File: src/rtl/tpu_regbank.sv
// tpu_regbank: TPU control/status register bank with slot channels, interval timer and sticky interrupt.
// Define TPU_SHADOW_EN to make TMR_HI a shadow byte committed atomically with TMR_LO.
module tpu_regbank #(
  parameter logic [7:0] BASE_ADDR = 8'h20,
  parameter int         N_CH      = 2,
  parameter int         TMR_W     = 16
) (
  input  logic                SYS_CLK,
  input  logic                SYS_RST,
  input  logic                we_rf,
  input  logic                re_rf,
  input  logic [7:0]          addr_rf,
  input  logic [7:0]          data_rf,
  output logic                ready_rf,
  output logic [7:0]          rdata_rf,
  output logic                rvalid_rf,
  output logic                RSTTPU,
  output logic                TXSLOT_EN,
  output logic                RXSLOT_EN,
  output logic                TIMERINTMSK,
  output logic                INTFLAG,
  output logic                TIMER_IRQ,
  output logic [8*N_CH-1:0]   TX_SLOT,
  output logic [8*N_CH-1:0]   RX_SLOT,
  output logic [TMR_W-1:0]    TIMER_INT_VALUE
);
  localparam logic [1:0] S_IDLE  = 2'd0;
  localparam logic [1:0] S_LOAD  = 2'd1;
  localparam logic [1:0] S_COUNT = 2'd2;
  logic [4:0]        ctrl_q, ctrl_d;
  logic [TMR_W-1:0]  tmr_q, tmr_d, cnt_q, cnt_d;
  logic [1:0]        state_q, state_d;
  logic              flag_q, flag_d, irq_q;
  logic [8*N_CH-1:0] tx_q, tx_d, rx_q, rx_d;
  logic [7:0]        rdata_q, rdata_d, slot_rd, tmr_hi_rd, off;
  logic              rvalid_q, acc_w, acc_r, wr_ctrl, run_ok, expire;
  assign ready_rf = ~SYS_RST;
  assign off      = addr_rf - BASE_ADDR;
  assign acc_w    = we_rf & ready_rf;
  assign acc_r    = re_rf & ready_rf & ~we_rf;
  assign wr_ctrl  = acc_w && off == 8'd0;
`ifdef TPU_SHADOW_EN
  logic [7:0] shadow_q, shadow_d;
  assign shadow_d  = (acc_w && off == 8'd1) ? data_rf : shadow_q;
  assign tmr_d     = (acc_w && off == 8'd2) ? {shadow_q, data_rf} : tmr_q;
  assign tmr_hi_rd = shadow_q;
  always_ff @(posedge SYS_CLK)
    shadow_q <= SYS_RST ? 8'h00 : shadow_d;
`else
  assign tmr_d     = (acc_w && off == 8'd1) ? {data_rf, tmr_q[7:0]} :
                     (acc_w && off == 8'd2) ? {tmr_q[TMR_W-1:8], data_rf} : tmr_q;
  assign tmr_hi_rd = tmr_q[TMR_W-1:8];
`endif
  // ctrl_q packs {TIMER_RUN, MSK, RXEN, TXEN, RSTTPU}; the flag lives in flag_q
  assign ctrl_d = wr_ctrl ? {data_rf[5], data_rf[3:0]} : ctrl_q;
  always_comb begin
    tx_d    = tx_q;
    rx_d    = rx_q;
    slot_rd = 8'h00;
    for (int i = 0; i < N_CH; i++) begin
      if (acc_w && off == 8'(5 + 2*i)) tx_d[8*i +: 8] = data_rf;
      if (acc_w && off == 8'(6 + 2*i)) rx_d[8*i +: 8] = data_rf;
      if (off == 8'(5 + 2*i)) slot_rd = tx_q[8*i +: 8];
      if (off == 8'(6 + 2*i)) slot_rd = rx_q[8*i +: 8];
    end
  end
  assign run_ok = ctrl_q[4] & ~ctrl_q[0] & |tmr_q;
  always_comb begin
    state_d = !run_ok ? S_IDLE : (state_q == S_IDLE) ? S_LOAD : S_COUNT;
    expire  = run_ok && state_q == S_COUNT && cnt_q == TMR_W'(1);
    cnt_d   = (!run_ok || state_q == S_IDLE) ? '0 :
              (state_q == S_LOAD || expire) ? tmr_q : cnt_q - TMR_W'(1);
    // expiry beats a same-cycle W1C clear; RSTTPU overrides both
    flag_d  = ctrl_q[0] ? 1'b0 : expire | (flag_q & ~(wr_ctrl & data_rf[4]));
    rdata_d = !acc_r ? rdata_q :
              off == 8'd0 ? {2'b00, ctrl_q[4], flag_q, ctrl_q[3:0]} :
              off == 8'd1 ? tmr_hi_rd :
              off == 8'd2 ? tmr_q[7:0] :
              off == 8'd3 ? cnt_q[TMR_W-1:8] :
              off == 8'd4 ? cnt_q[7:0] : slot_rd;
  end
  always_ff @(posedge SYS_CLK) begin
    if (SYS_RST) begin
      ctrl_q   <= '0;
      tmr_q    <= '0;
      cnt_q    <= '0;
      state_q  <= S_IDLE;
      flag_q   <= 1'b0;
      irq_q    <= 1'b0;
      tx_q     <= '0;
      rx_q     <= '0;
      rdata_q  <= 8'h00;
      rvalid_q <= 1'b0;
    end else begin
      ctrl_q   <= ctrl_d;
      tmr_q    <= tmr_d;
      cnt_q    <= cnt_d;
      state_q  <= state_d;
      flag_q   <= flag_d;
      irq_q    <= flag_q & ctrl_q[3];
      tx_q     <= tx_d;
      rx_q     <= rx_d;
      rdata_q  <= rdata_d;
      rvalid_q <= acc_r;
    end
  end
  assign rdata_rf        = rdata_q;
  assign rvalid_rf       = rvalid_q;
  assign RSTTPU          = ctrl_q[0];
  assign TXSLOT_EN       = ctrl_q[1];
  assign RXSLOT_EN       = ctrl_q[2];
  assign TIMERINTMSK     = ctrl_q[3];
  assign INTFLAG         = flag_q;
  assign TIMER_IRQ       = irq_q;
  assign TX_SLOT         = tx_q;
  assign RX_SLOT         = rx_q;
  assign TIMER_INT_VALUE = tmr_q;
endmodule

File: config.mk
export PLATFORM = sky130hd
export DESIGN_NAME = tpu_regbank
export DESIGN_NICKNAME = d
export VERILOG_FILES = /design/src/rtl/tpu_regbank.sv
export SDC_FILE = /design/constraint.sdc
export NUM_CORES = 1
export LEC_CHECK = 0
export CORE_ASPECT_RATIO = 1.25
export CORE_UTILIZATION = 47
export DETAILED_ROUTE_END_ITERATION = 10
export PLACE_DENSITY_LB_ADDON = 0.2
export SYNTH_ARGS = -nofsm -noshare
export SYNTH_HDL_FRONTEND = slang
export SYNTH_SLANG_ARGS = --single-unit
File: constraint.sdc
create_clock -name SYS_CLK -period 1.7 [get_ports SYS_CLK]
set_input_delay 0.17 -clock SYS_CLK [delete_from_list [all_inputs] [get_ports SYS_CLK]]
set_output_delay 0.17 -clock SYS_CLK [all_outputs]
set_load 0.005 [all_outputs]
After elaboration in Yosys (flattened, before gate mapping)

Cells that the tools add are included.

Register bits: 82
Input port bits: 20
Output and inout port bits: 64
Logic and storage cells: 73

$add $sub $neg: 2
Equality and inequality tests: 11
Muxes and demuxes: 13
Bitwise logic cells: 15
Reductions and logical operators: 19

Operators with widths:

| cell                    | number |
|---|---|
| $mux W8                 | 10 |
| $eq A8 B3 Y1 const B    | 4 |
| $mux W16                | 2 |
| $eq A16 B1 Y1 const B   | 1 |
| $eq A8 B2 Y1 const B    | 2 |
| $reduce_or A16 Y1       | 1 |
| $sub A16 B1 Y16 const B | 1 |
| $logic_and A1 B1 Y1     | 9 |
| $and A1 B1 Y1           | 8 |
| $eq A8 B1 Y1 const B    | 1 |
| $eq A8 B4 Y1 const B    | 1 |
| $logic_not A8 Y1        | 1 |
| $sub A8 B6 Y8 const B   | 1 |
| $not A1 Y1              | 6 |
| $reduce_or A2 Y1        | 3 |
| $eq A2 B1 Y1 const B    | 1 |
| $eq A2 B2 Y1 const B    | 1 |
| $logic_not A2 Y1        | 1 |
| $logic_or A1 B1 Y1      | 2 |
| $mux W2                 | 1 |
| $reduce_and A2 Y1       | 1 |
| $logic_not A1 Y1        | 1 |
| $or A1 B1 Y1            | 1 |

Depth between registers and ports, before layout

Gate-level depths: netlist of run 1.

Depth after elaboration: 11
Mapped depth: 9
Gate-level depth less buffers: 7

Worst setup path after synthesis of run 1

OpenSTA, ideal clock, no wires.

Path kind: input to register
Start point: input addr_rf[5]
End point: register tx_q[10] (netlist: TX_SLOT[10])
Setup time: 125 ps
Arrival time: 1558 ps
Required time: 1575 ps
Slack: 17 ps
Cell stages on the path: 8
Cell sequence: inv_1 > ha_1 > nand3b_1 > nor2_1 > and3_1 > buf_2 > nand3_2 > mux2i_1

Cells in the longest elaborated chain, start to end: 3

RTL lines:

| item                 | RTL line | RTL |
|---|---|---|
| from (decl)          | 12       | `input logic [7:0] addr_rf,` |
| $sub A8 B6 Y8        | 38       | `assign off = addr_rf - BASE_ADDR;` |
| $eq A8 B3 Y1         | 61       | `if (acc_w && off == 8'(5 + 2*i)) tx_d[8*i +: 8] = data_rf;` |
| $logic_and A1 B1 Y1  | 61       |  |
| to (signal assigned) | 101      | `tx_q <= tx_d;` |
| to (decl)            | 34       | `logic [8*N_CH-1:0] tx_q, tx_d, rx_q, rx_d;` |

No other way between the ends.
A chain may end at the register's enable or synchronous reset.

Worst setup path after layout of run 1

Start point: register tmr_q[6] (netlist: TIMER_INT_VALUE[6])
End point: register cnt_q[0]

Cells in the longest elaborated chain, start to end: 6
Elaborated cells on any way between the ends: 9
Those cells by class: 1 x mux; 1 x bitwise; 7 x reduce/logical

RTL lines:

| item                             | RTL line | RTL |
|---|---|---|
| from (decl)                      | 31       | `logic [TMR_W-1:0] tmr_q, tmr_d, cnt_q, cnt_d;` |
| from (signal assigned)           | 96       | `tmr_q <= tmr_d;` |
| $reduce_or A16 Y1 (*)            | 67       | `assign run_ok = ctrl_q[4] & ~ctrl_q[0] & \|tmr_q;` |
| $and A1 B1 Y1 (*)                | 67       |  |
| $logic_and A1 B1 Y1 (2 in a row) | 70       | `expire = run_ok && state_q == S_COUNT && cnt_q == TMR_W'(1);` |
| $logic_or A1 B1 Y1               | 72       | `(state_q == S_LOAD \|\| expire) ? tmr_q : cnt_q - TMR_W'(1);` |
| $mux W16                         | 72       |  |
| to (signal assigned)             | 97       | `cnt_q <= cnt_d;` |
| to (decl)                        | 31       |  |

Every way passes the cells marked *; elsewhere a longest branch is shown, timed or not.

==> results by group, run 1 <==
Status
  • Status: complete, but fails checks
  • Failing checks: DRC, setup timing

Detailed routing
  • Routed Wire Length: 15290 um
  • Routed Antenna Nets: 0
  • Post-route DRC violation count: 2
  • Routed vias/inst: 5.754
  • Wire length per cell: 20.44 um
  • 1st-iter DRT viols: about 260
  • Via Count: 4304
  • 1st-pass router iterations: 8

Timing
  • Final Setup Violations: 17
  • Fmax: between 500 and 600 MHz
  • Minimum clock period: around 1.8 ns
  • Final TNS setup: -0.9510 ns
  • Clock skew: approximately 0.010 ns
  • Final Slew Violations: 0
  • Final Hold Fails: 0
  • Max-slew headroom: about 72%
  • PnR worst setup slack: -0.09576 ns
  • Crit share post-route: 105.6%
  • Slew at the pin closest to its max-slew limit: 0.4133 ns
  • RSZ-0062 raised after global routing: true

Clocking
  • CTS tree: done
  • CTS Buf Count: 9
  • Clk sinks: roughly 80
  • Clk Tree Root Cell: clkbuf_8
  • Worst skew pair latency: 0.37 ns
  • Clk slew on worst S/H paths: about 0.08 ns
  • Clock Tree Buf Depth: 2
  • H-Tree Depth: 3

Die
  • Die extent in x: about 86 um
  • Site Rows: 38
  • Core area: 0.008653 sq mm
  • Initial Util: 48.13%
  • IO Pins: 84
  • Total die area: 0.009245 sq mm
  • Die height: 107.3 um

Synthesis
  • Synth warn: 0
  • FFs w/ async S/R, synth: 0%
  • Syn_nets: ~500
  • Syn Inst Count: 469
  • Syn Area/Cell: 8.881 sq um
  • Synth Flop Type: dfxtp_1
  • Sequential share of the synthesized area: between 30% and 40%
  • Count of flip-flops with a built-in enable after synthesis: 0
  • Post-Syn Area: approximately 0.0042 sq mm
  • Synth Register Bits: between 80 and 90
  • Yosys cell types: 61

Cells and area
  • Layout area overhead: 49.14%
  • Share of cells above drive strength 1: 27.71%
  • Fin cells: around 750
  • Number of diodes: 0
  • Nets: 648
  • Post-route cell area: 0.006212 sq mm

Pwr
  • Max IR drop VDD: 0.4205 mV
  • Leakage Power: between 2 and 3 nW
  • P per Cell Area: about 600 mW/mm^2

Critical path
  • CP arrival: about 2.1 ns
  • Req. time, crit path: 1.99 ns
  • Critical path capture point type: flop
  • CP Max Fanout: 7
  • Critical path launch point type: flop
  • CP Class: reg2reg

Place
  • Dpl hpwl: 11230 um
  • # port buffers: between 80 and 90
  • Post-DP Area: 0.005683 sq mm
  • Routability-driven placement congestion ratio: 0.9529
  • Cell Count Post-Placement: 727

Global routing
  • Vias in the first global route: about 4200
  • Initial antenna violation count: 0
  • Grt ovf: 0
  • All-Layer GR Usage: 34.30%
  • Largest net degree at the start of global routing: 47
  • First-pass GRT wire length: 23310 um

Worst hold path
  • Hold crit path type: in2reg

Job
  • Max_cap viols: 0
## power breakdown
group          switching, mW  internal [mW]  total (mW)
registers            0.00324           1.92        1.93
logic                  0.205          0.161       0.366
clock network          0.701          0.656        1.36
## worst max-delay path, cell delays in order (launching register included)
cell      delay, ns
dfxtp_2        0.34
nor4_4         0.26
buf_4          0.17
a41oi_4        0.16
a41oi_4        0.30
buf_12         0.16
buf_16         0.13
nor2_2         0.04
a211oi_2       0.15
## cells in the final DEF, fill, tap and decap left out, types with 3 or more instances in the layout
master | synthesis | layout
dlygate4sd2_1 | 0 | 3
dfxtp_1 | 82 | 79
inv_1 | 23 | 22
o21ai_0 | 17 | 16
o22ai_1 | 6 | 6
xnor2_1 | 12 | 12
buf_4 | 1 | 81
o21ai_1 | 4 | 5
a211oi_2 | 1 | 12
nand2_1 | 59 | 59
nand3_4 | 3 | 4
nand3_1 | 10 | 10
a32o_1 | 3 | 3
nor4_2 | 3 | 5
nor2_2 | 0 | 6
nand3_2 | 3 | 3
a22o_1 | 4 | 4
nor3_1 | 8 | 7
mux2i_1 | 39 | 39
dfxtp_2 | 0 | 3
a31o_1 | 4 | 4
nor4_4 | 1 | 5
mux2_2 | 7 | 7
buf_12 | 0 | 6
a22oi_1 | 9 | 9
nor2b_1 | 9 | 8
clkdlybuf4s50_1 | 0 | 79
clkbuf_8 | 0 | 9
nor2_1 | 42 | 35
o211ai_1 | 3 | 3
o21ai_2 | 8 | 8
a21oi_1 | 11 | 11
nand2b_1 | 5 | 5
clkinv_2 | 0 | 3
## final timing paths
check | from | end | slack (ns) | cells past startpoint
min | data_rf[6] | RX_SLOT[14]$_SDFFE_PP0P_ | 0.44 | 3
max | TIMER_INT_VALUE[6]$_SDFFE_PP0P_ | cnt_q[0]$_SDFF_PP0_ | -0.1 | 8
max reg2reg | TIMER_INT_VALUE[6]$_SDFFE_PP0P_ | cnt_q[0]$_SDFF_PP0_ | -0.1 | 8
min reg2reg | RX_SLOT[13]$_SDFFE_PP0P_ | RX_SLOT[13]$_SDFFE_PP0P_ | 0.47 | 2
## cells by family after synthesis
kind of cell / after synthesis / synth area share [%]
adders and majority gates: 3 / 0.9013
buffers and inverters: 52 / 5.827
DFF: 82 / 39.41
and+or+nand+nor: 172 / 22.11
xor gates and xnor gates: 14 / 3.124
AOI/OAI and AO/OA: 100 / 17.36
muxes: 46 / 11.26
## through the flow
step | worst slack, ns | hold WS [ns] | power, mW | util [%]
2_1_floorplan | 0.01674 | 0.2655 | 2.132 | -
3_3_place_gp | -0.5055 | 0.4532 | 2.325 | 65.67
3_5_place_dp | -0.5123 | 0.4628 | 2.326 | 65.67
4_1_cts | -0.1034 | 0.4425 | 3.644 | 70.46
5_1_grt | -0.1719 | 0.4673 | 3.754 | 71.79
6_report | -0.09576 | 0.4411 | 3.651 | 71.79
## registers in the layout, indices dropped and copies added, names as in the netlist, 2 cells and up
signal           cells
rdata_rf             8
cnt_q               16
TIMER_INT_VALUE     16
TX_SLOT             16
ctrl_q               5
RX_SLOT             16
state_q              2
## synthesized netlist by cell type (9+ instances only)
library cell | count | area, sq um
mux2i_1 | 39 | 390.4
nand2_1 | 59 | 221.5
nor2_1 | 42 | 157.7
dfxtp_1 | 82 | 1642
o21ai_0 | 17 | 85.08
nor2b_1 | 9 | 56.30
nand3_1 | 10 | 50.05
clkbuf_1 | 12 | 45.04
buf_2 | 11 | 55.05
xnor2_1 | 12 | 105.1
inv_1 | 23 | 86.33
a211oi_1 | 13 | 97.59
a22oi_1 | 9 | 67.56
a21oi_1 | 11 | 55.05
## timing repair
item | 4_1_cts | 5_1_grt
gates cloned | 3 | 0
setup buffers | 2 | 2
resized for setup | 34 | 24
pin swaps | 11 | 11
hold buffers | 0 | 0
setup endpoints to repair | 75 | 35
## final cells by class
cell class,instances,area [sq um]
clock buffers,10,127.6
clock inverters,4,45.04
fillers,710,2441
inverters,23,86.33
multi-input cells,336,2534
flip-flops and latches,82,1645
well taps,120,150.1
repair buffers,173,1624
## per-layer routing
metal | vias up | wire [um] | GRT usage (%) | part of all wire [%]
met4 | 0 | 745 | 20.00 | 4.9
li1 | 1983 | - | - | -
met1 | 2115 | 6046 | 40.08 | 40
met5 | - | 0 | 0 | 0
met3 | 52 | 749 | 5.291 | 4.9
met2 | 154 | 7748 | 58.96 | 51
(Power assumes the default switching activity.)
==> run 2: changes to the inputs <==
- CORE_ASPECT_RATIO: 1.25 -> 2
- TNS_END_PERCENT: default -> 5
==> results by group, run 2 (same netlist as run 1, synthesis figures left out) <==
Status
  • Status: complete, but fails checks
  • Failing checks: setup timing

Cells and area
  • Most common cell after layout, fill and taps aside: buf_4
  • Share of cells above drive strength 1: between 20% and 30%
  • Multi-input gate area: 0.002551 sq mm
  • Core Util, Final: 73.98%
  • Post-route cell area: 0.006354 sq mm
  • FF+latch area: about 0.0016 sq mm
  • Layout area overhead: 52.54%
  • Nets: 653
  • Commonest non-fill, non-tap cells in the layout: buf_4, dfxtp_1, clkdlybuf4s50_1, nand2_1, mux2i_1
  • Number of diodes: 0
  • Fillers: 636

Critical path
  • R2R Setup Slk: -0.07 ns
  • Critical path capture point type: flop
  • CP Class: reg2reg
  • Delay-heaviest family, CP: simple AND/OR/NAND/NOR gates
  • Critical path launch point type: flop
  • CP max stage delay: 0.61 ns
  • CP max-delay cell: or4_1
  • Worst r2r path cells: 5
  • CP startpoint: cnt_q[13]$_SDFF_PP0_
  • CP cell instances: or4_1, nor4_4, buf_4, xnor2_1, a211oi_2
  • Critical R2R Launch: cnt_q[13]$_SDFF_PP0_
  • Capturing point of the worst reg2reg path: cnt_q[14]$_SDFF_PP0_
  • CP arrival: around 2 ns
  • CP Max Fanout: 4
  • CP Buf/Inv Count: 1
  • Req. time, crit path: about 2.0 ns

Detailed routing
  • 1st-pass router iterations: 4
  • Routed Wire Length: 15700 um
  • Routed vias/inst: 5.873
  • Routed Antenna Nets: 0
  • 1st-iter DRT viols: 218
  • Post-route DRC violation count: 0
  • Wire length per cell: about 21 um
  • Via Count: 4311

Global routing
  • Initial antenna violation count: 0
  • Largest net degree at the start of global routing: 47
  • All-Layer GR Usage: 35.10%
  • First-pass GRT wire length: 22920 um
  • Vias in the first global route: 4348
  • Grt ovf: 0

Timing
  • Minimum clock period: 1.766 ns
  • Fmax: 566.1 MHz
  • Crit share post-route: 103.9%
  • Clock skew: ~0.0068 ns
  • Final Slew Violations: 0
  • Slew at the pin closest to its max-slew limit: 0.3730 ns
  • RSZ-0062 raised after global routing: true
  • Max-slew headroom: 75.04%
  • PnR worst setup slack: -0.06635 ns
  • Final Hold Fails: 0
  • Final Setup Violations: 3

Place
  • # port buffers: 83
  • Routability-driven placement congestion ratio: 1.001
  • Post-DP Area: 0.005723 sq mm
  • Dpl hpwl: roughly 12000 um

Worst hold path
  • Hold path depth: 3
  • Hold crit path type: in2reg
  • WHS Endpoint: RX_SLOT[13]$_SDFFE_PP0P_
  • Hold Startpoint: data_rf[5]

Clocking
  • CTS tree: done
  • H-Tree Depth: 3
  • Clk Tree Root Cell: clkbuf_16
  • Clock Tree Buf Depth: 2
  • Clk sinks: 82
  • Worst skew pair latency: between 0.3 and 0.4 ns
  • CTS Buf Count: 9
  • Clk slew on worst S/H paths: 0.06 ns

Pwr
  • Pwr Total: ~4.3 mW
  • Leakage Power: 2.809 nW
  • Max IR drop VDD: approximately 0.6 mV
  • P per Cell Area: 679.1 mW/mm^2

Die
  • Total die area: 0.009265 sq mm
  • IO Pins: 84
  • Die height: 135.1 um
  • Core area: 0.008588 sq mm
  • Site Rows: 48
  • Initial Util: 48.50%
  • Die extent in x: about 70 um

Job
  • Max_cap viols: 0
run 2: cell types whose count changed in the layout (fill, tap and decap cells not counted), sizes merged:
cell | previous run | this run
buf | 90 | 94
clkbuf | 10 | 13
clkinv | 3 | 1
nand3 | 17 | 18
run 2: per-layer routing:
layer	share of wire [%]	track usage, %	vias to the layer above	routed length [um]
li1	-	-	1997	-
met1	35	34.83	2074	5427
met2	52	60.73	168	8211
met3	4.2	6.145	72	662
met4	8.9	27.55	0	1398
met5	0	0	-	0
run 2: worst max-delay path by stage:
stage | to | slack, ns | depth (start not counted)
after floorplan | TX_SLOT[10]$_SDFFE_PP0P_ | 0.02 | 8
after global placement | rdata_rf[3]$_SDFFE_PP0P_ | -0.56 | 9
after detailed placement | rdata_rf[3]$_SDFFE_PP0P_ | -0.61 | 9
after CTS | INTFLAG$_SDFF_PP0_ | -0.04 | 7
after global routing | cnt_q[14]$_SDFF_PP0_ | -0.20 | 5
final | cnt_q[14]$_SDFF_PP0_ | -0.07 | 5
run 2: stage by stage:
step | hold WS [ns] | cells | setup TNS [ns] | worst slack [ns]
after global routing | 0.4731 | 734 | -1.271 | -0.1951
after CTS | 0.4500 | 734 | -0.08096 | -0.04233
after global placement | 0.4612 | 714 | -25.58 | -0.5592
final | 0.4563 | 734 | -0.1206 | -0.06635
after detailed placement | 0.4652 | 714 | -28.27 | -0.6063
after floorplan | 0.2655 | 469 | 0 | 0.01674
run 2: repair_timing:
action                                  4_1_cts  5_1_grt
pin swaps                                     8       11
gates cloned                                  2        0
gates resized for setup                      26       32
hold buffers                                  0        0
endpoints found under the setup margin       78       78
setup buffers                                 3        0
run 2: final cells by class:
| type | instances | area share (%) |
|---|---|---|
| sequential | 82 | 25.88 |
| clock inverter | 2 | 0.5514 |
| inverter | 23 | 1.359 |
| clock buffer | 13 | 4.254 |
| timing repair buffer | 177 | 25.84 |
| tap | 100 | 1.969 |
| multi-input combinational | 337 | 40.15 |
run 2: where the power goes:
part / leakage, nW / internal, mW / switching [mW]
sequential: 0.662 / 1.93 / 0.00402
clock: 0.152 / 1.25 / 0.742
combinational: 2.00 / 0.171 / 0.222
total: 2.81 / 3.35 / 0.968
run 2: worst reg2reg max path: cells and delay by family, from the launching register on:
family | cells | cell delay, ns
and+or+nand+nor | 2 | 0.87
DFF | 1 | 0.35
AOI/OAI and AO/OA | 1 | 0.24
buffers and inverters | 1 | 0.15
xor gates and xnor gates | 1 | 0.07
==> run 3: changes to the inputs <==
- HOLD_SLACK_MARGIN: default -> 0.05
==> results of run 3 <==
Final layout, timing and power as in run 2 (identical DEF).
==> RTL edit 1: new RTL, flow settings as in run 1 <==
`N_CH`: 2 -> 1.
--- a/src/rtl/tpu_regbank.sv
+++ b/src/rtl/tpu_regbank.sv
@@ -2,7 +2,7 @@
 // Define TPU_SHADOW_EN to make TMR_HI a shadow byte committed atomically with TMR_LO.
 module tpu_regbank #(
   parameter logic [7:0] BASE_ADDR = 8'h20,
-  parameter int         N_CH      = 2,
+  parameter int         N_CH      = 1,
   parameter int         TMR_W     = 16
 ) (
   input  logic                SYS_CLK,
Interface: changed (resized RX_SLOT and TX_SLOT); port bits go from 84 to 68. No check against the original RTL was run, so the function may have changed too.
==> RTL edit 1 against run 1 <==
The run ends with negative setup slack left; worst hold slack better by 0.039 ns; sequential cell count down 16; routed wire length down 24%; cell area down 15%; setup slack worse by 0.045 ns; synthesized area down 16%; critical endpoint is now cnt_q[14]$_SDFF_PP0_; power down 8.2%.
==> RTL edit 1: results (changes against run 1) <==
status -> finished, violations left (unchanged)
failing checks -> negative setup slack (was design-rule violations, negative setup slack)
met1 GRT Util -> 36.3% (was 40.1%)
Multi-input gate area -> 2260 sq um (was 2530 sq um)
GRT Total Usage -> 31.0% (was 34.3%)
fin worst setup slack -> -0.141 ns (was -0.0958 ns)
worst-path maximum fanout -> 6 (was 7)
top cells by area, synth -> dfxtp_1 38%, nor2b_1 7.7%, mux2_4 6.9%, mux2_2 5.2%, a211oi_1 3.7% (was dfxtp_1 39%, mux2i_1 9.4%, nand2_1 5.3%, nor2_1 3.8%, xnor2_1 2.5%)
number of detailed-route iterations in the first pass -> 4 (was 8)
Hold Path Origin -> rdata_rf[4]$_SDFFE_PP0P_ (was data_rf[6])
Mapped Nets -> 391 (was 492)
max incr delay on CP -> 0.36 ns (was 0.34 ns)
share of cells above drive strength 1 -> 36.5% (was 27.7%)
pre-CTS WS -> -0.736 ns (was -0.512 ns)
final setup fails -> 16 (was 17)
setup_tns -> -1.61 ns (was -0.951 ns)
static leakage -> 2.22 nW (was 2.74 nW)
CP max-delay cell -> a32oi_4 (was dfxtp_2)
Hold WC Path Type -> reg2reg (was in2reg)
Arr. time, crit path -> 2.12 ns (was 2.08 ns)
top post-synthesis cells by count -> 66 x dfxtp_1, 43 x nor2b_1, 25 x nor2_1 (was 82 x dfxtp_1, 59 x nand2_1, 42 x nor2_1)
Layout Cells excl Fill -> 602 (was 748)
global-route wire length before repair -> 18100 microns (was 23300 microns)
Final Wtd Congestion -> 0.995 (was 0.953)
DP HPWL -> 8210 microns (was 11200 microns)
Max VDD drop -> 0.613 mV (was 0.420 mV)
wire length on met3 -> 544 microns (was 749 microns)
final WL -> 11700 microns (was 15300 microns)
RTL edit 1: changes by cell type in the layout (fill, tap and decap cells not counted), moves of 12 or more:
cell,change
a21oi_1,+12
dfxtp_1,-19
mux2i_1,-31
clkdlybuf4s50_1,-14
nor2b_1,+35
nand2_1,-39
nor2_1,-20
mux2_4,+16
inv_1,-16
RTL edit 1: report_power, final:
part	total, mW	switching (mW)	internal, mW
registers	1.55	0.00439	1.55
logic	0.267	0.139	0.129
clock network	1.53	0.660	0.867
total	3.35	0.804	2.55
RTL edit 1: path summary, 6_finish.rpt:
| kind | end | depth (start not counted) | slack (ns) |
|---|---|---|---|
| worst max-delay path | cnt_q[14]$_SDFF_PP0_ | 7 | -0.14 |
| worst min-delay path | rdata_rf[4]$_SDFFE_PP0P_ | 2 | 0.48 |
| worst max register to register | cnt_q[14]$_SDFF_PP0_ | 7 | -0.14 |
| worst min register to register | rdata_rf[4]$_SDFFE_PP0P_ | 2 | 0.48 |
RTL edit 1: logic make-up (layout without fill, tap and decap cells):
kind of cell / Yosys count / after routing / share of synthesized area, %
AOI/OAI and AO/OA: 79 / 79 / 15.8
muxes: 40 / 40 / 14.3
buffers and inverters: 32 / 176 / 4.44
and+or+nand+nor: 133 / 133 / 22.8
DFF: 66 / 66 / 37.8
adders and majority gates: 3 / 3 / 1.07
xor gates and xnor gates: 15 / 15 / 3.76
RTL edit 1: worst min-delay path, delay by kind of cell (launching register included):
family             cells  cell delay, ns
AOI/OAI and AO/OA      1            0.06
DFF                    1            0.32
and+or+nand+nor        1            0.06
RTL edit 1: area by class of cell:
type	instances	area share [%]
inverters	10	0.944
clock inverters	6	1.67
multi-input cells	270	42.5
repair buffers	150	25.0
flip-flops and latches	66	25.1
clock buffers	10	2.59
well taps	90	2.12
==> RTL edit 2: new RTL, config.mk and constraints of run 1 <==
Made on the original files. The output `TIMER_IRQ` loses its register stage (`irq_q` becomes a continuous assignment).
--- a/src/rtl/tpu_regbank.sv
+++ b/src/rtl/tpu_regbank.sv
@@ -86,7 +86,6 @@
       cnt_q    <= '0;
       state_q  <= S_IDLE;
       flag_q   <= 1'b0;
-      irq_q    <= 1'b0;
       tx_q     <= '0;
       rx_q     <= '0;
       rdata_q  <= 8'h00;
@@ -97,13 +96,14 @@
       cnt_q    <= cnt_d;
       state_q  <= state_d;
       flag_q   <= flag_d;
-      irq_q    <= flag_q & ctrl_q[3];
       tx_q     <= tx_d;
       rx_q     <= rx_d;
       rdata_q  <= rdata_d;
       rvalid_q <= acc_r;
     end
   end
+
+  assign irq_q = flag_q & ctrl_q[3];
   assign rdata_rf        = rdata_q;
   assign rvalid_rf       = rvalid_q;
   assign RSTTPU          = ctrl_q[0];
Check against the original RTL: not equivalent (a bounded check fails within 10 cycles, from zero or initial values and one cycle with SYS_RST high).
==> RTL edit 2 against run 1 <==
The run ends with negative setup slack left; critical path depth down 2; synthesized area decreased by 1.2%; sequential cell count shrank 1; cell area up 1.1%; power increased by 3.9%; cell count up 6.3%; worst hold slack better by 0.040 ns; routed wire length fell by 1.5%; die area decreased by 1.2%; count of clock-buffer cells in the layout unchanged; synthesized cell count grew 7.5%; setup slack lost 0.092 ns; critical endpoint is now cnt_q[8]$_SDFF_PP0_; largest power group unchanged.
==> RTL edit 2: results (changes against run 1) <==
top cells by area, synth -> dfxtp_1 39%, nand2_1 6.7%, o21ai_0 5.4%, nand3_1 4.6%, nor2_1 3.3% (was dfxtp_1 39%, mux2i_1 9.4%, nand2_1 5.3%, nor2_1 3.8%, xnor2_1 2.5%)
share of cells above drive strength 1 -> 26.8% (was 27.7%)
DRT iter0 DRCs -> 362 (was 261)
Final Wtd Congestion -> 0.956 (was 0.953)
Clock Tree Buf Depth -> 2 (unchanged)
top sig layer -> met4 (unchanged)
Max VDD drop -> 0.634 mV (was 0.420 mV)
top post-synthesis cells by count -> 81 x dfxtp_1, 73 x nand2_1, 44 x o21ai_0 (was 82 x dfxtp_1, 59 x nand2_1, 42 x nor2_1)
final WL -> 15100 microns (was 15300 microns)
clock skew -> 0.00979 ns (was 0.0104 ns)
instance area at placement -> 5750 sq um (was 5680 sq um)
routed length on met2 -> 7580 microns (was 7750 microns)
H-tree depth -> 3 (unchanged)
Hold WC Path Type -> reg2reg (was in2reg)
IO buf count -> 83 (unchanged)
Worst-Margin Slew -> 0.444 ns (was 0.413 ns)
DP HPWL -> 11100 microns (was 11200 microns)
clock-pin slew on the worst setup and hold paths -> 0.09 ns
static leakage -> 2.57 nW (was 2.74 nW)
max_cap viols -> 0 (unchanged)
pre-CTS WS -> -0.524 ns (was -0.512 ns)
Mapped Avg Cell Area -> 8.17 sq um (was 8.88 sq um)
met1 WL -> 5990 microns (was 6050 microns)
status -> finished, violations left (unchanged)
antenna cells -> 0 (unchanged)
Layout Cells excl Fill -> 795 (was 748)
CTS buffer count -> 9 (unchanged)
Max Fclk -> 530 MHz (was 557 MHz)
GRT Total Usage -> 33.5% (was 34.3%)
wire length on met3 -> 848 microns (was 749 microns)
Placed Cells incl. Taps -> 774 (was 727)
initial antenna violation count -> 0 (unchanged)
fin worst setup slack -> -0.188 ns (was -0.0958 ns)
number of detailed-route iterations in the first pass -> 5 (was 8)
Synthesis Warnings -> 0 (unchanged)
Clock Tree Root -> clkbuf_8 (unchanged)
vias post-DR -> 4570 (was 4304)
clk_lat worst skew -> 0.36 ns
failing checks -> negative setup slack (was design-rule violations, negative setup slack)
Mapped Nets -> 527 (was 492)
final antenna-violating net count -> 0 (unchanged)
asr flop ratio synth -> 0% (unchanged)
FILL cells -> 623 (was 710)
largest net degree at the start of global routing -> 36 (was 47)
worst-path maximum fanout -> 5 (was 7)
Nets -> 696 (was 648)
final setup fails -> 16 (was 17)
sequential-to-total area share from yosys stat -> 39.4% (about the same)
Yosys cell types -> 59 (was 61)
vias in the first global route -> 4354 (was 4202)
global-route wire length before repair -> 23200 microns (was 23300 microns)
RTL edit 2: cell types whose count changed in the layout (fill, tap and decap cells not counted), moves of 7 or more:
| cell | run 1 | this run |
|---|---|---|
| mux2i_1 | 39 | 12 |
| nand3_1 | 10 | 37 |
| o21ai_0 | 16 | 43 |
| buf_4 | 81 | 94 |
| nand2_1 | 59 | 72 |
| a21oi_1 | 11 | 23 |
| nor2_1 | 35 | 27 |
| o21ai_2 | 8 | 0 |
| xnor2_1 | 12 | 5 |
| xor2_1 | 1 | 8 |
RTL edit 2: stage by stage:
stage	TNS, ns	util [%]
after floorplan	-0.459	-
after global placement	-24.31	68.6
after detailed placement	-26.51	68.6
after CTS	-2.34	73.8
after global routing	-3.45	74.9
final	-2.48	74.9
RTL edit 2: worst max-delay path, stage by stage (launching register included):
cell      delay, ns
dfxtp_1        0.33
or4_4          0.59
nor2_2         0.23
a41oi_4        0.21
buf_4          0.21
nor2_1         0.14
a211oi_2       0.06
RTL edit 2: layout make-up:
class / instances / area share, %
timing repair buffer: 189 / 27.3
clock inverter: 6 / 1.16
inverter: 23 / 1.37
sequential: 81 / 25.8
clock buffer: 10 / 2.19
tap: 117 / 2.33
multi-input combinational: 369 / 39.8
RTL edit 2: repair_timing:
action / in CTS / in global routing
pin swaps: 11 / 5
buffers inserted: 3 / 0
endpoints found under the setup margin: 55 / 73
gates resized for setup: 45 / 17
hold endpoints to repair: 0 / 0
cloned: 1 / 1
RTL edit 2: worst paths after layout:
kind                       startpoint                       end  slack [ns]  depth (start not counted)
max               cnt_q[5]$_SDFF_PP0_       cnt_q[8]$_SDFF_PP0_       -0.19                          6
max reg2reg       cnt_q[5]$_SDFF_PP0_       cnt_q[8]$_SDFF_PP0_       -0.19                          6
min reg2reg  rdata_rf[7]$_SDFFE_PP0P_  rdata_rf[7]$_SDFFE_PP0P_        0.48                          2
min          rdata_rf[7]$_SDFFE_PP0P_  rdata_rf[7]$_SDFFE_PP0P_        0.48                          2
RTL edit 2: kinds of logic after synthesis:
family / Yosys count / synth area share [%]
fa+ha+maj: 3 / 0.912
buf+inv: 54 / 5.50
compound gates: 126 / 20.8
simple gates: 207 / 25.7
flops: 81 / 39.4
xor+xnor: 15 / 3.19
mux: 18 / 4.53
RTL edit 2: per-layer routing:
| metal | track usage, % | up-vias |
|---|---|---|
| met4 | 17.7 | 0 |
| met3 | 5.47 | 41 |
| met1 | 39.5 | 2212 |
| li1 | - | 2136 |
| met2 | 57.9 | 181 |
| met5 | 0 | - |
RTL edit 2: where the power goes:
group	total (mW)	switching, mW	internal [mW]
Sequential	1.91	0.00516	1.90
Combinational	0.380	0.205	0.175
Clock	1.50	0.769	0.734
Total	3.79	0.979	2.81
